$ cat config.mk
export PLATFORM = sky130hd
export DESIGN_NAME = vtx_vote_pipe
export DESIGN_NICKNAME = d
export VERILOG_FILES = /design/src/rtl/vtx_vote_pipe.sv
export SDC_FILE = /design/constraint.sdc
export NUM_CORES = 1
export LEC_CHECK = 0
export ABC_CLOCK_PERIOD_IN_PS = 2300
export CAP_MARGIN = 10
export CORE_AREA = 2 2 54 43
export DETAILED_ROUTE_END_ITERATION = 10
export DIE_AREA = 0 0 56 45
export PLACE_DENSITY = 0.68
export SLEW_MARGIN = 20
export SYNTH_ARGS = -nofsm -noshare
export SYNTH_HDL_FRONTEND = slang
export SYNTH_SLANG_ARGS = --single-unit
$ cat constraint.sdc
create_clock -name clk -period 2.3 [get_ports clk]
set_input_delay 0.23 -clock clk [delete_from_list [all_inputs] [get_ports clk]]
set_output_delay 0.23 -clock clk [all_outputs]
set_load 0.005 [all_outputs]
$ cat src/rtl/vtx_vote_pipe.sv
// rtl/vtx_vote_pipe.sv - unanimity classifier with streak-qualified commit and registered output beat
module vtx_vote_pipe #(
   parameter int VOTERS = 5,
   parameter int DATA_W = 4,
   parameter int HOLD   = 3,
   parameter int CNT_W  = 4
) (
   input  logic              clk,
   input  logic              rst,
   input  logic              in_valid,
   output logic              in_ready,
   input  logic [VOTERS-1:0] votes,
   input  logic [DATA_W-1:0] data_hi,
   input  logic [DATA_W-1:0] data_lo,
   output logic              out_valid,
   input  logic              out_ready,
   output logic              out_dir,
   output logic [DATA_W-1:0] out_data,
   output logic [1:0]        lock_state
);

   typedef enum logic [1:0] {
      CLS_MIX = 2'b00,
      CLS_LO  = 2'b01,
      CLS_HI  = 2'b10
   } cls_t;

   typedef enum logic [1:0] {
      IDLE    = 2'b00,
      LOCK_LO = 2'b01,
      LOCK_HI = 2'b10
   } lock_t;

   localparam logic [CNT_W-1:0] HOLD_C = CNT_W'(HOLD);
   localparam logic [CNT_W-1:0] ONE_C  = CNT_W'(1);

   logic [CNT_W-1:0]  r_streak;
   cls_t              r_streak_cls;
   lock_t             r_lock;
   logic              r_out_valid;
   logic              r_out_dir;
   logic [DATA_W-1:0] r_out_data;

   cls_t              w_cls;
   lock_t             w_cls_lock;
   logic [CNT_W-1:0]  w_next_streak;
   logic              w_accept;
   logic              w_commit;

   // Classify the current voter vector and map it to the lock code it would commit to
   always_comb begin
      w_cls = CLS_MIX;
      if (&votes) begin
         w_cls = CLS_HI;
      end else if (~|votes) begin
         w_cls = CLS_LO;
      end
      w_cls_lock = (w_cls == CLS_HI) ? LOCK_HI : LOCK_LO;
   end

   // Streak value that would result from accepting the current sample
   always_comb begin
      w_next_streak = '0;
      if (w_cls == CLS_MIX) begin
         w_next_streak = '0;
      end else if ((w_cls == r_streak_cls) && (r_streak != '0)) begin
         w_next_streak = (r_streak >= HOLD_C) ? HOLD_C : (r_streak + ONE_C);
      end else begin
         w_next_streak = ONE_C;
      end
   end

   assign in_ready   = !r_out_valid || out_ready;
   assign w_accept   = in_valid && in_ready;
   assign w_commit   = w_accept && (w_cls != CLS_MIX) && (w_next_streak == HOLD_C)
                       && (r_lock != w_cls_lock);

   assign out_valid  = r_out_valid;
   assign out_dir    = r_out_dir;
   assign out_data   = r_out_data;
   assign lock_state = r_lock;

   // Streak counter and its class advance only on accepted samples; MIX keeps the class
   always_ff @(posedge clk or posedge rst) begin
      if (rst) begin
         r_streak     <= '0;
         r_streak_cls <= CLS_LO;
      end else if (w_accept) begin
         r_streak <= w_next_streak;
         if (w_cls != CLS_MIX) begin
            r_streak_cls <= w_cls;
         end
      end
   end

   // Lock FSM and output register: a commit loads a fresh beat, otherwise a taken beat clears
   always_ff @(posedge clk or posedge rst) begin
      if (rst) begin
         r_lock      <= IDLE;
         r_out_valid <= 1'b0;
         r_out_dir   <= 1'b0;
         r_out_data  <= '0;
      end else if (w_commit) begin
         r_lock      <= w_cls_lock;
         r_out_valid <= 1'b1;
         r_out_dir   <= (w_cls == CLS_HI);
         r_out_data  <= (w_cls == CLS_HI) ? data_hi : data_lo;
      end else if (r_out_valid && out_ready) begin
         r_out_valid <= 1'b0;
      end
   end

endmodule

==> metrics.txt <==
# TYPE chip_impl_metric gauge
chip_impl_metric{name="yosysWarningCount",unit=""} 0
chip_impl_metric{name="cts.reportedPaths.clkPinSlew",unit="ps"} 80
chip_impl_metric{name="net_count_after_synthesis",unit=""} 92
chip_impl_info{name="outcome",value="finished with violations"} 1
chip_impl_metric{name="drt_pass1_iterations",unit=""} 4
chip_impl_metric{name="grt_pass1_wl",unit="um"} 2990
chip_impl_metric{name="max_cap_violations",unit=""} 0
chip_impl_info{name="rsz0062_at_grt",value="yes"} 1
chip_impl_metric{name="timing.fmax",unit="GHz"} 0.419
chip_impl_metric{name="route.detailed.drc",unit=""} 0
chip_impl_metric{name="final.fill_count",unit=""} 173
chip_impl_metric{name="yosys.area.top_type_share",unit="%"} 41.7
chip_impl_metric{name="timing_worst_slew_pin_value",unit="ps"} 529
chip_impl_metric{name="async_flop_share",unit="%"} 100
chip_impl_metric{name="ys_seq_elements",unit=""} 13
chip_impl_metric{name="drt-vias-per-instance",unit=""} 4.96
chip_impl_metric{name="yosys.cell_types.count",unit=""} 30
chip_impl_metric{name="synth-edff-count",unit=""} 0
chip_impl_metric{name="syn_inst",unit=""} 73
chip_impl_metric{name="fin_cells",unit=""} 138
chip_impl_metric{name="core",unit="sq mm"} 0.00196
chip_impl_metric{name="synth_area_per_cell",unit="sq um"} 9.87
chip_impl_info{name="clock_tree_from_tritoncts",value="built"} 1
chip_impl_metric{name="grt_use_total",unit="%"} 16.1
chip_impl_metric{name="design_area",unit="sq mm"} 0.00115
chip_impl_info{name="synth.largest_area_cell",value="sky130_fd_sc_hd__dfrtp_1"} 1
chip_impl_metric{name="postLayoutSetupSlackWorst",unit="ps"} -86.2
chip_impl_metric{name="totalWireLength",unit="um"} 1870
chip_impl_metric{name="final_min_period_over_clock_period",unit="%"} 104
chip_impl_metric{name="antenna_violating_nets_post_route",unit=""} 0
chip_impl_metric{name="initial_utilization",unit="%"} 36.7
chip_impl_metric{name="worstPathArrival",unit="ps"} 2550
chip_impl_metric{name="leakagePower",unit="nW"} 0.547
chip_impl_metric{name="final_max_slew_viol_count",unit=""} 0
chip_impl_metric{name="pwr_density_cell",unit="mW/mm^2"} 417
chip_impl_metric{name="layout-drive-gt1-share",unit="%"} 27.2
chip_impl_info{name="leading_cell_type_by_number_of_instances_after_synthesis",value="sky130_fd_sc_hd__nand2_1"} 1
chip_impl_metric{name="cp_data_required_time",unit="ps"} 2470
chip_impl_metric{name="totalNegativeSetupSlack",unit="ps"} -326
chip_impl_metric{name="grt_start_max_net_pins",unit=""} 14
chip_impl_metric{name="grt_overflow_total",unit=""} 0
chip_impl_metric{name="htree_levels",unit=""} 1
chip_impl_metric{name="dp_hpwl",unit="um"} 1470
chip_impl_metric{name="row_count",unit=""} 14
chip_impl_metric{name="fin_total_pwr",unit="mW"} 0.480
chip_impl_metric{name="finClkSkew",unit="ps"} 6.26
chip_impl_metric{name="place.gp.congestion",unit=""} 0.803
chip_impl_info{name="synth_top_cells_by_count",value="17 x sky130_fd_sc_hd__nand2_1, 12 x sky130_fd_sc_hd__dfrtp_1, 6 x sky130_fd_sc_hd__mux2_2"} 1
chip_impl_metric{name="seq_area_frac_synth",unit="%"} 45.3
chip_impl_metric{name="routed_wire_length_per_instance",unit="um"} 13.6
chip_impl_metric{name="cts.hold.buffers_added",unit=""} 0
chip_impl_metric{name="route.vias.total",unit=""} 684
chip_impl_info{name="violations_in_the_final_reports",value="negative setup slack"} 1
chip_impl_info{name="cts.root.buffer_cell",value="sky130_fd_sc_hd__clkbuf_4"} 1
chip_impl_metric{name="placement.cell_area",unit="sq mm"} 0.00109
chip_impl_info{name="worst_setup_path_startpoint",value="r_streak_cls[0]"} 1
chip_impl_info{name="yosys-top-cells-area",value="sky130_fd_sc_hd__dfrtp_1 42%, sky130_fd_sc_hd__mux2_2 9.4%, sky130_fd_sc_hd__nand2_1 8.9%"} 1
chip_impl_metric{name="setup_viol_count_final",unit=""} 5
chip_impl_metric{name="worst_slew_margin_rel",unit="%"} 64.7
chip_impl_metric{name="chipHeight",unit="um"} 45
chip_impl_metric{name="irDropWorstVdd",unit="mV"} 0.310
chip_impl_metric{name="cts_inserted_buffers",unit=""} 3
chip_impl_metric{name="num_io_pins",unit=""} 26
chip_impl_metric{name="numPlacedInstances",unit=""} 133
chip_impl_info{name="worst_setup_path_end_kind",value="flop"} 1
chip_impl_metric{name="cts_buffer_depth",unit=""} 2
chip_impl_metric{name="n_antenna_cell",unit=""} 0
chip_impl_metric{name="critical_path.max_fanout",unit=""} 5
chip_impl_info{name="timing.rr.start",value="r_streak_cls[0]"} 1
chip_impl_metric{name="via_count_of_the_first_global_routing_pass",unit=""} 649
chip_impl_metric{name="place.port_buffers",unit=""} 25
chip_impl_info{name="critical_path_class",value="reg -> reg"} 1
chip_impl_metric{name="insertion_delay",unit="ps"} 280
chip_impl_metric{name="grt_antenna_before_repair",unit=""} 0
chip_impl_info{name="min_path_type",value="in -> async"} 1
chip_impl_metric{name="finalWorstPathRequiredPeriod",unit="ps"} 2390
chip_impl_metric{name="areaGrowthSynthToFinish",unit="%"} 59.9
chip_impl_metric{name="die-width",unit="um"} 56
chip_impl_metric{name="final_core_utilization",unit="%"} 58.7
chip_impl_metric{name="num-nets-final",unit=""} 134
chip_impl_info{name="dominantRegCellSynth",value="sky130_fd_sc_hd__dfrtp_1"} 1
chip_impl_info{name="critPathLaunchType",value="flop"} 1
chip_impl_metric{name="fp.dieArea",unit="sq mm"} 0.00252
chip_impl_metric{name="final_hold_viol_count",unit=""} 0
chip_impl_metric{name="first_iter_violations",unit=""} 19
chip_impl_metric{name="tritoncts_num_sinks",unit=""} 13
chip_impl_metric{name="netlist_area",unit="sq um"} 721
## cell usage in the layout, fill, tap and decap left out, drive strengths merged
cell type / netlist / layout
a2111oi: 1 / 1
a21o: 1 / 1
a221o: 1 / 1
and2: 2 / 2
and3: 2 / 2
buf: 1 / 14
clkbuf: 1 / 4
clkdlybuf4s50: 0 / 23
dfrtp: 12 / 12
dfstp: 1 / 1
dlygate4sd2: 0 / 2
ha: 2 / 2
inv: 4 / 4
mux2: 6 / 6
nand2: 17 / 17
nand2b: 1 / 1
nand3: 2 / 2
nand4: 1 / 1
nand4b: 2 / 2
nor2: 4 / 4
nor2b: 1 / 1
nor3: 1 / 1
nor3b: 2 / 2
o21ai: 1 / 1
o21bai: 1 / 1
o22ai: 1 / 1
o2bb2ai: 1 / 1
o31ai: 1 / 1
or2b: 1 / 1
or3: 1 / 1
or4: 1 / 1
## flip-flops by register name (all words and copies together), names as in the netlist
signal        flops
out_data          4
r_streak          4
lock_state        2
r_streak_cls      2
out_valid         1
## final cells by class
class / count / area, sq um / share of cell area, %
Multi-Input combinational cell: 54 / 402 / 34.9
Timing Repair Buffer: 39 / 353 / 30.6
Sequential cell: 13 / 327 / 28.3
Tap cell: 24 / 30.0 / 2.61
Clock buffer: 4 / 26.3 / 2.28
Inverter: 4 / 15.0 / 1.30
## final timing paths
kind	endpoint	slack, ps	depth (start not counted)
worst min register to register	r_streak[3]	500	1
worst min-delay path	out_data[3]	280	2
worst max-delay path	out_data[2]	-90	6
max in group asynchronous	r_streak_cls[0]	1660	2
worst max register to register	out_data[2]	-90	6
min in group clk	r_streak[3]	500	1
## power breakdown
part / switching [mW] / total [mW] / internal [mW]
combinational: 0.0334 / 0.0883 / 0.0549
clock: 0.0787 / 0.146 / 0.0674
sequential: 0.00529 / 0.246 / 0.240
total: 0.117 / 0.480 / 0.363
## stage by stage
stage	hold WS (ps)	setup WS (ps)
after detailed placement	472	-431
final	275	-86.2
after CTS	292	-103
after floorplan	106	-59.2
after global placement	471	-382
after global routing	323	-158
## worst max-delay path: stages (launching register included)
cell	delay, ps
sky130_fd_sc_hd__dfstp_2	530
sky130_fd_sc_hd__or2b_4	250
sky130_fd_sc_hd__or4_4	420
sky130_fd_sc_hd__a221o_1	380
sky130_fd_sc_hd__a2111oi_4	190
sky130_fd_sc_hd__buf_4	210
sky130_fd_sc_hd__mux2_4	300
## timing repair
action	4_1_cts	5_1_grt
resized for setup	5	4
pin swaps	1	0
buffers inserted	1	0
setup endpoints to repair	6	7
gates cloned	0	0
## cell families (layout without fill, tap and decap cells)
| group | after synthesis | after routing | share of synthesized area, % |
|---|---|---|---|
| multiplexers | 6 | 6 | 9.37 |
| flip-flops | 13 | 13 | 45.3 |
| adder cells (fa/ha/maj) | 2 | 2 | 3.47 |
| AO/OA/AOI/OAI | 8 | 8 | 11.3 |
| AND/OR/NAND/NOR | 38 | 38 | 26.9 |
| buffers and inverters | 6 | 47 | 3.65 |
## metal layers
metal	share of wire [%]	up-vias	wire (um)	global-route usage (%)
met2	47	13	881	26.8
met1	48	329	899	20.1
met4	1.2	0	22	4.29
met5	0	-	0	0
met3	3.6	4	67	6.02
li1	-	338	-	-
(Power assumes the default switching activity.)
